### config.mk
export PLATFORM = sky130hd
export DESIGN_NAME = goodie_catcher
export DESIGN_NICKNAME = d
export VERILOG_FILES = /design/src/rtl/game_pkg.sv /design/src/rtl/score_accum.sv /design/src/rtl/goodie_catcher.sv
export SDC_FILE = /design/constraint.sdc
export NUM_CORES = 1
export LEC_CHECK = 0
export BUFFER_PORTS_ARGS = -buffer_cell sky130_fd_sc_hd__buf_2
export CORE_UTILIZATION = 29
export DETAILED_ROUTE_END_ITERATION = 6
export GPL_ROUTABILITY_DRIVEN = 0
export GPL_TIMING_DRIVEN = 0
export SYNTH_ARGS = -nofsm -noshare
export SYNTH_HDL_FRONTEND = slang
export SYNTH_SLANG_ARGS = --single-unit
### constraint.sdc
create_clock -name clk -period 3.2 [get_ports clk]
set_clock_uncertainty 0.05 [all_clocks]
set_input_delay 0.32 -clock clk [delete_from_list [all_inputs] [get_ports clk]]
set_output_delay 0.32 -clock clk [all_outputs]
set_load 0.01 [all_outputs]
### src/rtl/game_pkg.sv
// ---------------------------------------------------------------------------
// game_pkg
// Shared definitions for the goodie/player game logic.
//   - catch_state_e : goodie_catcher FSM states (ARMED / HIT / COOLDOWN)
//   - X_W, Y_W      : screen position widths (X 11 bits, Y 10 bits)
//   - SCORE_W       : score width; SCORE_MAX is the decimal saturation ceiling
//   - bin_to_bcd2   : converts a 0..99 binary step into two packed BCD digits
// ---------------------------------------------------------------------------
package game_pkg;

  localparam int X_W       = 11;
  localparam int Y_W       = 10;
  localparam int SCORE_W   = 16;
  localparam int SCORE_MAX = 9999;
  localparam int STEP_W    = 7;
  localparam int CNT_W     = 8;

  typedef enum logic [1:0] {
    ST_ARMED    = 2'd0,
    ST_HIT      = 2'd1,
    ST_COOLDOWN = 2'd2
  } catch_state_e;

  // Values above 99 cannot be expressed in two BCD digits; clamp them.
  function automatic logic [7:0] bin_to_bcd2(input logic [STEP_W-1:0] v);
    int n;
    n = (v > 7'd99) ? 99 : int'(v);
    return {4'(n / 10), 4'(n % 10)};
  endfunction

endpackage

### src/rtl/score_accum.sv
// ---------------------------------------------------------------------------
// score_accum
// Saturating score accumulator. Adds `step` on each `add_pulse`.
// Build option GOODIE_SCORE_BCD_EN:
//   defined   : score is 4 packed BCD digits, decimal add, saturates at 16'h9999
//   undefined : score is binary, saturates at 16'd9999
// Ports:
//   clk        in  : system clock
//   initialize in  : synchronous active-high reset, clears score
//   add_pulse  in  : add one step this cycle
//   step       in  : points per add (1..99)
//   score      out : current score
// ---------------------------------------------------------------------------
module score_accum
  import game_pkg::*;
(
  input  logic               clk,
  input  logic               initialize,
  input  logic               add_pulse,
  input  logic [STEP_W-1:0]  step,
  output logic [SCORE_W-1:0] score
);

  logic [SCORE_W-1:0] score_q, score_d;
  logic [SCORE_W-1:0] sat_sum;

`ifdef GOODIE_SCORE_BCD_EN
  logic [SCORE_W-1:0] addend;
  logic [SCORE_W-1:0] sum_bcd;
  logic [4:0]         dsum;
  logic               carry;

  // Ripple decimal add, digit by digit; a carry out of the thousands digit
  // means the result passed 9999 and is clamped.
  always_comb begin
    addend  = {8'h00, bin_to_bcd2(step)};
    sum_bcd = '0;
    carry   = 1'b0;
    dsum    = '0;
    for (int i = 0; i < 4; i++) begin
      dsum = {1'b0, score_q[4*i +: 4]} + {1'b0, addend[4*i +: 4]} + {4'b0, carry};
      if (dsum > 5'd9) begin
        sum_bcd[4*i +: 4] = 4'(dsum - 5'd10);
        carry             = 1'b1;
      end else begin
        sum_bcd[4*i +: 4] = dsum[3:0];
        carry             = 1'b0;
      end
    end
    sat_sum = carry ? 16'h9999 : sum_bcd;
  end
`else
  logic [SCORE_W:0] sum_bin;

  always_comb begin
    sum_bin = {1'b0, score_q} + (SCORE_W+1)'(step);
    sat_sum = (sum_bin > (SCORE_W+1)'(SCORE_MAX)) ? SCORE_W'(SCORE_MAX)
                                                   : sum_bin[SCORE_W-1:0];
  end
`endif

  always_comb begin
    score_d = score_q;
    if (add_pulse) score_d = sat_sum;
  end

  always_ff @(posedge clk) begin
    if (initialize) score_q <= '0;
    else            score_q <= score_d;
  end

  assign score = score_q;

endmodule

### src/rtl/goodie_catcher.sv
// ---------------------------------------------------------------------------
// goodie_catcher
// Samples goodie and player positions once per frame, tests bounding-box
// overlap, and on an accepted catch emits a one-cycle collect/respawn pulse,
// bumps a saturating score and holds off further catches for a cooldown.
// Build option GOODIE_SCORE_BCD_EN selects a BCD score (see score_accum).
// Ports:
//   clk            in  : system clock
//   initialize     in  : synchronous active-high reset
//   frame_tick     in  : one-cycle sample strobe per frame
//   enable         in  : game running; gates new catches in ARMED
//   goodie_x/_y    in  : goodie top-left position
//   player_x/_y    in  : player top-left position
//   collect        out : one-cycle pulse per accepted catch
//   goodie_respawn out : same pulse, feeds the goodie mover's initialize
//   score          out : running score
//   cooldown       out : high while catches are being ignored
// Latency: tick in n -> samples n+1 -> hit_q n+2 -> collect n+3 -> score n+4.
// ---------------------------------------------------------------------------
module goodie_catcher
  import game_pkg::*;
#(
  parameter int SCREEN_W        = 640,
  parameter int SCREEN_H        = 480,
  parameter int GOODIE_W        = 20,
  parameter int GOODIE_H        = 20,
  parameter int PLAYER_W        = 40,
  parameter int PLAYER_H        = 30,
  parameter int COOLDOWN_FRAMES = 30,
  parameter int SCORE_STEP      = 1
) (
  input  logic               clk,
  input  logic               initialize,
  input  logic               frame_tick,
  input  logic               enable,
  input  logic [X_W-1:0]     goodie_x,
  input  logic [Y_W-1:0]     goodie_y,
  input  logic [X_W-1:0]     player_x,
  input  logic [Y_W-1:0]     player_y,
  output logic               collect,
  output logic               goodie_respawn,
  output logic [SCORE_W-1:0] score,
  output logic               cooldown
);

  // Stage 1: frame sample
  logic [X_W-1:0] gx_q, gx_d, px_q, px_d;
  logic [Y_W-1:0] gy_q, gy_d, py_q, py_d;
  logic           s1_vld_q, s1_vld_d;

  // Stage 2: overlap result
  logic           hit_q, hit_d;

  // FSM and cooldown counter
  catch_state_e   state_q, state_d;
  logic [CNT_W-1:0] cnt_q, cnt_d;

  logic [X_W:0]   gx_ext, px_ext;
  logic [Y_W:0]   gy_ext, py_ext;
  logic           ov_x, ov_y, on_screen;
  logic           hit_pulse;

  // NOTE: every always_comb output gets a default first, so no path through
  // the block can leave a signal unassigned and infer a latch.
  always_comb begin
    gx_d = gx_q;
    gy_d = gy_q;
    px_d = px_q;
    py_d = py_q;
    if (frame_tick) begin
      gx_d = goodie_x;
      gy_d = goodie_y;
      px_d = player_x;
      py_d = player_y;
    end
    // A sample may only score if it was taken while ARMED. This keeps the
    // tick that counts the cooldown down to zero from scoring on its own,
    // so the first scoring sample is the one after the last cooldown tick.
    s1_vld_d = frame_tick && (state_q == ST_ARMED);
  end

  // One extra bit on every sum so player_x+PLAYER_W etc. cannot wrap.
  always_comb begin
    gx_ext    = {1'b0, gx_q};
    px_ext    = {1'b0, px_q};
    gy_ext    = {1'b0, gy_q};
    py_ext    = {1'b0, py_q};
    ov_x      = (gx_ext < px_ext + (X_W+1)'(PLAYER_W)) &&
                (px_ext < gx_ext + (X_W+1)'(GOODIE_W));
    ov_y      = (gy_ext < py_ext + (Y_W+1)'(PLAYER_H)) &&
                (py_ext < gy_ext + (Y_W+1)'(GOODIE_H));
    // An underflowed goodie X shows up as a huge value and fails this test.
    on_screen = (gx_q < X_W'(SCREEN_W)) && (gy_q < Y_W'(SCREEN_H));
    hit_d     = s1_vld_q && ov_x && ov_y && on_screen;
  end

  always_comb begin
    state_d = state_q;
    cnt_d   = cnt_q;
    unique case (state_q)
      ST_ARMED: begin
        if (hit_q && enable) state_d = ST_HIT;
      end
      ST_HIT: begin
        cnt_d   = CNT_W'(COOLDOWN_FRAMES);
        state_d = ST_COOLDOWN;
      end
      ST_COOLDOWN: begin
        if (cnt_q == '0)     state_d = ST_ARMED;
        else if (frame_tick) cnt_d   = cnt_q - CNT_W'(1);
      end
      default: state_d = ST_ARMED;
    endcase
  end

  // NOTE: sequential state uses non-blocking assignments so every flop
  // samples the pre-edge value of its neighbours, independent of order.
  always_ff @(posedge clk) begin
    if (initialize) begin
      gx_q     <= '0;
      gy_q     <= '0;
      px_q     <= '0;
      py_q     <= '0;
      s1_vld_q <= 1'b0;
      hit_q    <= 1'b0;
      state_q  <= ST_ARMED;
      cnt_q    <= '0;
    end else begin
      gx_q     <= gx_d;
      gy_q     <= gy_d;
      px_q     <= px_d;
      py_q     <= py_d;
      s1_vld_q <= s1_vld_d;
      hit_q    <= hit_d;
      state_q  <= state_d;
      cnt_q    <= cnt_d;
    end
  end

  assign hit_pulse      = (state_q == ST_HIT);
  assign collect        = hit_pulse;
  assign goodie_respawn = hit_pulse;
  assign cooldown       = (state_q == ST_COOLDOWN);

  score_accum u_score (
    .clk        (clk),
    .initialize (initialize),
    .add_pulse  (hit_pulse),
    .step       (STEP_W'(SCORE_STEP)),
    .score      (score)
  );

endmodule

### Word-level counts from Yosys, hierarchy flattened

Cells that the tools add are included.

* word-level logic and storage cells: 48
* flip-flop bits (word level): 70
* output and inout bits: 19
* input port bits: 46

* equal/unequal tests: 6
* $lt $le $gt $ge: 7
* reduce and logical (&&, ||, !) cells: 13
* mux-type cells: 7
* add/subtract/negate cells: 6

Operator list (count)
* less-than comparator 11 x 12 -> 1 bit: 2
* adder 10 x 5 -> 11 bit, second input constant: 2
* less-than comparator 10 x 11 -> 1 bit: 2
* adder 16 x 1 -> 17 bit, second input constant: 1
* greater-than comparator 17 x 14 -> 1 bit, second input constant: 1
* 2-to-1 mux 16 bit: 1
* 2-to-1 mux 8 bit: 2
* case mux 8 bit (2 select lines): 1
* adder 11 x 5 -> 12 bit, second input constant: 1
* adder 11 x 6 -> 12 bit, second input constant: 1
* less-than comparator 11 x 10 -> 1 bit, second input constant: 1
* less-than comparator 10 x 9 -> 1 bit, second input constant: 1
* logical AND 1 bit: 8
* zero test 8 bit: 1
* subtractor 8 x 1 -> 8 bit, second input constant: 1
* case mux 2 bit (3 select lines): 1
* 2-to-1 mux 2 bit: 2
* inequality test 2 x 1 -> 1 bit, second input constant: 2
* inequality test 2 bit, second input constant: 2
* AND reduction 3 bit: 1
* == test 2 x 1 -> 1 bit, second input constant: 1
* == test 2 bit, second input constant: 1
* zero test 2 bit: 1
* AND reduction 2 bit: 1
* nonzero test 2 bit: 1

### Depth between registers and ports, before layout

Gate-level depths: netlist of run 1.

* depth in word-level cells: 6
* gate-level depth with buffers: 11
* gate-level depth less buffers: 11

### Hierarchy

From an unflattened synthesis of run 1, not the netlist that was laid out.

* cells, all modules: 530
* area, all modules: 4690.7 sq um

Modules (own cells, without submodules)
* goodie_catcher: cells each 371, sequential area each 1081.0 sq um, area each 3374.5 sq um, times used 1
* score_accum: cells each 159, sequential area each 320.3 sq um, area each 1316.3 sq um, times used 1

### Worst setup path after synthesis of run 1

No wires, ideal clock.

* path type: reg2reg
* start: register u_score.score_q[0], in the netlist u_score.score[0]
* end: register u_score.score_q[2], in the netlist u_score.score[2]
* library setup time: 133 ps
* cell stages (with the launch flop): 11
* slack: 800 ps
* arrival: 2217 ps
* path buffers: 2
* period minus slack after synthesis: 2400 ps
* required time: 3017 ps
* cell sequence: dfxtp_1 > ha_1 > and3_1 > clkbuf_2 > nand4_1 > o31ai_4 > o311ai_4 > buf_6 > o31a_1 > nor2_1 > a311oi_1

* longest elaborated chain between the ends: 3

RTL lines
* start, declared: RTL line score_accum.sv:24 `logic [SCORE_W-1:0] score_q, score_d;`
* start signal, assigned: RTL line score_accum.sv:69 `else score_q <= score_d;`
* adder 16 x 1 -> 17 bit (*): RTL line score_accum.sv:56 `sum_bin = {1'b0, score_q} + (SCORE_W+1)'(step);`
* greater-than comparator 17 x 14 -> 1 bit: RTL line score_accum.sv:57 `sat_sum = (sum_bin > (SCORE_W+1)'(SCORE_MAX)) ? SCORE_W'(SCORE_MAX)`
* 2-to-1 mux 16 bit (*): RTL line score_accum.sv:57

Mark *: on every way between the ends. The rest lies on a longest branch, timed or not.
A chain may end at the register's enable or synchronous reset.

### Worst setup path in the final report of run 1

* start: register u_score.score_q[0], in the netlist u_score.score[0]
* end: register u_score.score_q[10], in the netlist u_score.score[10]

Same word-level chain as after synthesis.

==> out/results.txt, run 1 <==
Pleak -> 2.44 nW
via/cell ratio -> 5.03
DR pass1 iterations -> 4
CTS H-tree depth -> 3
Final period util -> 0.876
R2R setup slack -> 0.40 ns
Yosys cell types -> 63
Die W -> 126 um
gate count after technology mapping -> 492
max cap viols -> 0
Die H -> 126 um
crit path launch type -> flip-flop
area share of the largest cell type after synthesis -> 0.315
dpl hpwl -> 8.36 mm
clk buf depth -> 2
EDFF count, synth -> 0
Crit path arrival time -> 2.98 ns
critical path class -> reg -> reg
Max IR drop VDD -> 264 uV
post-CTS sizing -> 0
Min-Delay Path Class -> in -> reg
layout cells sized above 1 -> 0.191
top post-synthesis cells by count -> nor2_1 (72), dfxtp_1 (70), ha_1 (46), mux2i_1 (42), a21oi_1 (23)
clock buffer count from CTS -> 9
Synth warnings -> 0
CTS Sinks -> 70
initial antenna violation count -> 0
Initial DRC Count -> 167
Highest Clock Rate -> 357 MHz
first-pass GRT wire length -> 18.6 mm
Worst Setup Slack, final -> 0.397 ns
initial core utilization -> 0.301
Final min period -> 2.80 ns
largest net degree at the start of global routing -> 12
outcome -> completed
Setup Viol. Count Final -> 0
unrepaired setup endpoints after global routing -> no
final hold violations -> 0
Sum Neg Setup Slack -> 0 ns
Final Total Pwr -> 0.00229 W
GRT overflow -> 0
Finished Cell Area -> 0.00530 mm^2
IO Port Bufs -> 62
vias in the first global route -> 3,811
final WL -> 11.0 mm
largest cells by area after synthesis -> dfxtp_1 (32%), ha_1 (13%), mux2i_1 (9.5%)
worst slew pin tran -> 0.837 ns
total number of vias -> 3,794
Synth Flop Type -> dfxtp_1
Worst EP required -> 3.38 ns
min-delay src -> enable
worst skew pair latency -> 0.33 ns
Mapped Nets -> 584
CTS tree -> done
Cell Rows -> 44
post-synthesis register bit count -> 70
cell area after synthesis -> 0.00444 mm^2
fin cells -> 754
cell accounting for the most synthesized area -> dfxtp_1
CP max FO -> 10
reg2reg start -> u_score.score[0]$_SDFFE_PP0P_
Routed Antenna Nets -> 0
core area -> 0.0148 mm^2
count leader, synth -> nor2_1
# diodes -> 0
worst relative slew slack -> 0.442
Worst Setup End Kind -> flip-flop
Slew Limit Fails -> 0
CP startpoint -> u_score.score[0]$_SDFFE_PP0P_
area post-placement -> 0.00498 mm^2
I/O pins -> 65
Total GRT Usage -> 0.148
placed cells -> 738
part of the Yosys area used for sequential elements -> 0.315
Die Area -> 0.0158 mm^2
syn avg cell area -> 9.03 um^2
Wirelength per Cell -> 14.5 um
Final #Nets -> 657
filler cell count in the final layout -> 1,540
ys async rst share -> 0
CTS root buffer -> clkbuf_16
drt drc -> 0
count of hold buffers inserted by post-cts repair -> 0
Area growth syn-to-layout -> 19.4%
Setup Fix Bufs, Post-CTS -> 0
PwrDens -> 431 mW/mm^2
Post-Place Worst Slack -> 0.402 ns
Worst-path clk slew -> 0.05 ns
state kept, by name, summed over array words and instances (netlist names):
register and flops:
py_q 10, cnt_q 8, gx_q 11, gy_q 10
u_score.score 16, px_q 11, s1_vld_q 1, state_q 2
hit_q 1
where the power goes:
| part | switching, W | internal (W) |
|---|---|---|
| Combinational | 0.000144 | 0.000140 |
| Sequential | 0.0000479 | 0.000907 |
| Clock | 0.000363 | 0.000685 |
area by class of cell:
cell class | count | area [um^2] | area share
Buffer | 25 | 180 | 0.0340
Inverter | 20 | 75.1 | 0.0142
Timing Repair Buffer | 62 | 310 | 0.0585
Tap cell | 184 | 230 | 0.0434
Sequential cell | 70 | 1400 | 0.264
Clock inverter | 3 | 40.0 | 0.00755
Multi-Input combinational cell | 377 | 2790 | 0.525
Clock buffer | 13 | 280 | 0.0529
cells by family after synthesis:
group,Yosys count,synth area share
AO/OA/AOI/OAI,102,0.162
buffers and inverters,45,0.0575
adder cells (fa/ha/maj),46,0.130
AND/OR/NAND/NOR,154,0.175
XOR/XNOR,33,0.0651
flip-flops,70,0.315
multiplexers,42,0.0946
layout by cell type, fill, tap and decap left out, drive strengths merged, types with 3 or more instances in the layout:
master,count
nor2,72
buf,71
dfxtp,70
ha,46
mux2i,42
clkbuf,29
a21oi,23
o21ai,22
inv,19
xor2,18
xnor2,15
nand2,14
nand3,12
a21o,12
and3,12
nand4,8
nor3,8
o2111ai,6
a31oi,6
nor3b,4
nand2b,4
a211oi,4
nor4,3
a311oi,3
o21a,3
clkinv,3
and4,3
worst paths after layout:
path                                    endpoint  cells after the start
setup / recovery  u_score.score[10]$_SDFFE_PP0P_                     10
hold / removal           state_q[0]$_SDFFE_PP0P_                      2
setup reg to reg  u_score.score[10]$_SDFFE_PP0P_                     10
hold reg to reg          state_q[0]$_SDFFE_PP0P_                      1
through the flow:
step,utilization,hold slack [ns]
after floorplan,-,0.387
after global placement,0.338,0.392
after detailed placement,0.338,0.400
after CTS,0.359,0.147
after global routing,0.359,0.161
final,0.359,0.165
layer usage:
layer | up-vias | share of wire | track usage | wire length (um)
met2 | 86 | 0.49 | 0.251 | 5360
met5 | - | 0 | 0 | 0
met4 | 0 | 0.0089 | 0.0439 | 98
met3 | 10 | 0.041 | 0.0408 | 454
li1 | 1925 | - | - | -
met1 | 1773 | 0.46 | 0.182 | 5050
worst max-delay path, stage by stage (launching register included):
cell and delay (ns):
dfxtp_1 0.50, ha_1 0.36, and3_1 0.19, clkbuf_2 0.19
nand4_1 0.19, o31ai_4 0.34, o311ai_4 0.18, buf_6 0.18
nor2_1 0.23, a21oi_1 0.10, o21a_1 0.18
Power figures use the tool's default switching activity.
==> run 2: changes to the inputs <==
Settings changed: CTS_BUF_LIST set to sky130_fd_sc_hd__clkbuf_8.
Clock period 3.2 ns to 2.6 ns, I/O delays scaled along.
==> run 2 against run 1 <==
Net effect:
- sequential share of layout area is 0.37 points higher
- hold slack worse by 0.085 ns
- core utilization hardly changed
- combinational power is 29% higher
- fmax is 14% higher
- die area stayed put
- via count is 0.26% higher
- largest cell class unchanged
==> out/results.txt, run 2 (synthesized netlist as in run 1, its figures left out) <==
placed cells -> 738
reg2reg start -> u_score.score[1]$_SDFFE_PP0P_
max cap viols -> 0
Pleak -> 2.41 nW
PwrDens -> 472 mW/mm^2
DR pass1 iterations -> 4
hold endpoint -> py_q[8]$_SDFFE_PP0P_
min-delay src -> player_y[8]
Highest Clock Rate -> 408 MHz
Final period util -> 0.942
Worst Setup End Kind -> flip-flop
Worst EP required -> 2.77 ns
Die W -> 126 um
count of hold buffers inserted by post-cts repair -> 0
Die H -> 126 um
vias in the first global route -> 3,815
dpl hpwl -> 8.36 mm
Slew Limit Fails -> 0
FF-to-FF path depth -> 10
outcome -> completed
Post-Place Worst Slack -> -0.198 ns
worst skew pair latency -> 0.35 ns
initial antenna violation count -> 0
Worst Setup Slack, final -> 0.150 ns
Cell Rows -> 44
clk buf depth -> 2
IO Port Bufs -> 62
worst relative slew slack -> 0.451
crit path launch type -> flip-flop
commonest non-fill, non-tap cells in the layout -> nor2_1 (71), buf_2 (64), dfxtp_1 (63)
Final #Nets -> 659
layout cells sized above 1 -> 0.222
Sum Neg Setup Slack -> 0 ns
final WL -> 11.1 mm
CTS Sinks -> 70
I/O pins -> 65
Setup Viol. Count Final -> 0
Max IR drop VDD -> 308 uV
Final min period -> 2.45 ns
Min-Delay Path Class -> in -> reg
fin cells -> 756
CTS H-tree depth -> 3
first-pass GRT wire length -> 18.6 mm
# diodes -> 0
Wirelength per Cell -> 14.7 um
Total GRT Usage -> 0.148
final hold violations -> 0
largest net degree at the start of global routing -> 12
filler cell count in the final layout -> 1,548
Hold WS -> 0.0808 ns
via/cell ratio -> 5.03
GRT overflow -> 0
Worst-path clk slew -> 0.08 ns
most common cell after layout, fill and taps aside -> nor2_1
clock buffer count from CTS -> 9
max FFs per register -> 16
R2R setup slack -> 0.15 ns
Final Total Pwr -> 0.00250 W
Crit path arrival time -> 2.62 ns
CTS root buffer -> clkbuf_8
Routed Antenna Nets -> 0
CP max FO -> 10
critical path class -> reg -> reg
core area -> 0.0148 mm^2
Initial DRC Count -> 162
worst slew pin tran -> 0.824 ns
Die Area -> 0.0158 mm^2
initial core utilization -> 0.301
total number of vias -> 3,804
drt drc -> 0
CTS tree -> done
Area growth syn-to-layout -> 19.3%
reg2reg end -> u_score.score[2]$_SDFFE_PP0P_
unrepaired setup endpoints after global routing -> yes
hold path depth -> 3
## run 2: per-layer routing
layer	vias up	track usage	wire length, um	part of all wire
li1	1923	-	-	-
met1	1792	0.182	5050	0.46
met2	78	0.253	5400	0.49
met3	11	0.0412	517	0.047
met4	0	0.0376	109	0.0098
met5	-	0	0	0
## run 2: critical path, cell delays in order, from the launching register on
cell and delay, ns:
dfxtp_2 0.42, ha_4 0.20, and3_1 0.16, clkbuf_2 0.19
nand4_1 0.19, o31ai_4 0.31, o311ai_4 0.18, buf_6 0.18
o31a_1 0.28, nor2_1 0.09, a311oi_1 0.06
## run 2: layout make-up
type / count / area (um^2) / share of cell area
Buffer: 25 / 180 / 0.0340
Clock buffer: 13 / 179 / 0.0338
Clock inverter: 3 / 40.0 / 0.00755
Inverter: 20 / 75.1 / 0.0142
Multi-Input combinational cell: 377 / 2850 / 0.538
Sequential cell: 70 / 1420 / 0.268
Tap cell: 184 / 230 / 0.0434
Timing Repair Buffer: 64 / 325 / 0.0614
## run 2: report_power, final
group	switching [W]	internal (W)	total [W]
registers	0.0000630	0.00111	0.00118
logic	0.000182	0.000183	0.000365
clock network	0.000416	0.000545	0.000961
## run 2: worst max-delay path by stage
stage / from / endpoint / slack (ns) / depth (start not counted)
CTS: py_q[1]$_SDFFE_PP0P_ / hit_q$_SDFF_PP0_ / 0.01 / 9
finish: u_score.score[1]$_SDFFE_PP0P_ / u_score.score[2]$_SDFFE_PP0P_ / 0.15 / 10
global placement: u_score.score[0]$_SDFFE_PP0P_ / u_score.score[10]$_SDFFE_PP0P_ / -0.11 / 10
global route: gx_q[7]$_SDFFE_PP0P_ / hit_q$_SDFF_PP0_ / -0.01 / 11
detailed placement: u_score.score[0]$_SDFFE_PP0P_ / u_score.score[10]$_SDFFE_PP0P_ / -0.20 / 10
floorplan: u_score.score[0]$_SDFFE_PP0P_ / u_score.score[2]$_SDFFE_PP0P_ / 0.20 / 10
## run 2: what timing repair did
| action | 4_1_cts | 5_1_grt |
|---|---|---|
| resized for setup | 6 | 20 |
| endpoints found under the setup margin | 14 | 13 |
| buffers inserted | 0 | 2 |
| pin swaps | 0 | 3 |
## run 2: stage by stage
step                cell area, um^2   util
finish                         5300  0.359
global route                   5300  0.359
CTS                            5220  0.354
detailed placement             4980  0.338
global placement               4980  0.338
floorplan                      4440      -
==> run 3: changes to the inputs <==
Clock period 2.6 ns to 2.19 ns, I/O delays scaled along.
==> run 3 against run 2 <==
Net effect:
- the run now ends with negative setup slack left
- hold slack worse by 0.040 ns
- register-to-register slack worse by 0.31 ns
- global-route usage is 0.68 points higher
- critical path depth is 1 lower
- flip-flop and latch count stayed put
- cell count is 2.6% higher
- core utilization is 2.5 points higher
- total power is 11% higher
- first-iteration DRC count is 73% higher
- worst setup slack worse by 0.31 ns
==> out/results.txt, run 3 (synthesized netlist as in run 1, its figures left out) <==
crit path launch type -> flip-flop
min-delay src -> goodie_x[7]
Slew Limit Fails -> 0
Final min period -> 2.35 ns
Routed Antenna Nets -> 0
Worst EP required -> 2.41 ns
DR pass1 iterations -> 4
Area growth syn-to-layout -> 27.7%
reg2reg start -> py_q[2]$_SDFFE_PP0P_
critical path class -> reg -> reg
commonest non-fill, non-tap cells in the layout -> nor2_1 (69), buf_2 (63), dfxtp_1 (43)
final WL -> 11.8 mm
dpl hpwl -> 8.35 mm
CTS H-tree depth -> 3
IO Port Bufs -> 62
outcome -> finished with violations
CTS root buffer -> clkbuf_8
total number of vias -> 3,987
largest net degree at the start of global routing -> 13
Worst Setup End Kind -> flip-flop
grt peak-use layer -> met2
count of hold buffers inserted by post-cts repair -> 0
drt drc -> 0
Min-Delay Path Class -> in -> reg
fin cells -> 776
Wirelength per Cell -> 15.2 um
core area -> 0.0148 mm^2
initial antenna violation count -> 0
worst slew pin tran -> 0.813 ns
met3 Track Usage GR -> 0.0412
CTS Sinks -> 70
CP max FO -> 5
most common cell after layout, fill and taps aside -> nor2_1
Highest Clock Rate -> 426 MHz
Final #Nets -> 679
initial core utilization -> 0.301
met2 Use GR -> 0.262
unrepaired setup endpoints after global routing -> yes
Sum Neg Setup Slack -> -0.166 ns
GRT overflow -> 0
final hold violations -> 0
failing checks -> negative setup slack
Total GRT Usage -> 0.154
vias in the first global route -> 4,029
via/cell ratio -> 5.14
Pleak -> 2.52 nW
Worst-path clk slew -> 0.08 ns
Finished Cell Area -> 0.00567 mm^2
Cell Rows -> 44
Crit path arrival time -> 2.57 ns
Die H -> 126 um
area post-placement -> 0.00503 mm^2
clock buffer count from CTS -> 9
Die W -> 126 um
CP startpoint -> py_q[2]$_SDFFE_PP0P_
max FFs per register -> 16
clk buf depth -> 2
worst skew pair latency -> 0.36 ns
CTS tree -> done
first-pass GRT wire length -> 19.6 mm
Initial DRC Count -> 280
Die Area -> 0.0158 mm^2
R2R setup slack -> -0.16 ns
layout cells sized above 1 -> 0.334
PwrDens -> 489 mW/mm^2
grt met1 use -> 0.183
I/O pins -> 65
Final period util -> 1.07
Max IR drop VDD -> 380 uV
# diodes -> 0
Worst Setup Slack, final -> -0.157 ns
worst relative slew slack -> 0.458
max cap viols -> 0
Setup Viol. Count Final -> 3
placed cells -> 738
-- run 3: changes by cell type in the layout (fill, tap and decap cells not counted), moves of 5 or more --
cell / delta
dfxtp_1: -20
dfxtp_4: +6
a21oi_1: -6
a21oi_2: +6
o21ai_0: -7
o21ai_1: +5
buf_4: +18
dfxtp_2: +14
-- run 3: critical path: stages (launching register included) --
cell and delay [ns]:
dfxtp_2 0.41, inv_1 0.06, ha_1 0.20, nor3b_4 0.16, xor2_1 0.15, ha_1 0.31, a21o_1 0.22, a2111oi_4 0.32
o21ai_1 0.13, a221oi_2 0.26
-- run 3: report_power, final --
group / internal [W] / switching, W
logic: 0.000239 / 0.000235
registers: 0.00132 / 0.0000753
clock network: 0.000402 / 0.000507
-- run 3: final timing paths --
check                       endpoint  depth (start not counted)
min             gx_q[7]$_SDFFE_PP0P_                          3
min reg2reg  state_q[0]$_SDFFE_PP0P_                          1
max                 hit_q$_SDFF_PP0_                          9
max reg2reg         hit_q$_SDFF_PP0_                          9
-- run 3: final cells by class --
type | count | area (um^2)
plain buffers | 21 | 154
clock buffers | 9 | 124
clock inverters | 7 | 42.5
fillers | 1493 | 9080
inverters | 20 | 75.1
multi-input cells | 377 | 3050
flip-flops and latches | 70 | 1460
well taps | 184 | 230
repair buffers | 88 | 534
-- run 3: through the flow --
| step | hold slack (ns) | total power, W | setup slack [ns] | util |
|---|---|---|---|---|
| after floorplan | 0.315 | 0.00170 | 0.0105 | - |
| after CTS | 0.00874 | 0.00282 | -0.112 | 0.373 |
| after global placement | 0.395 | 0.00183 | -0.374 | 0.341 |
| after global routing | 0.0203 | 0.00296 | -0.283 | 0.385 |
| final | 0.0405 | 0.00278 | -0.157 | 0.385 |
| after detailed placement | 0.404 | 0.00184 | -0.383 | 0.341 |
-- run 3: per-layer routing --
layer | routed length, um | part of all wire
met1 | 5390 | 0.46
met2 | 5620 | 0.48
met3 | 490 | 0.041
met4 | 324 | 0.027
met5 | 0 | 0
-- run 3: timing repair --
action | CTS | global route
gates resized for setup | 50 | 42
setup buffers | 16 | 8
pin swaps | 18 | 24
setup endpoints to repair | 14 | 19
gates cloned | 2 | 0
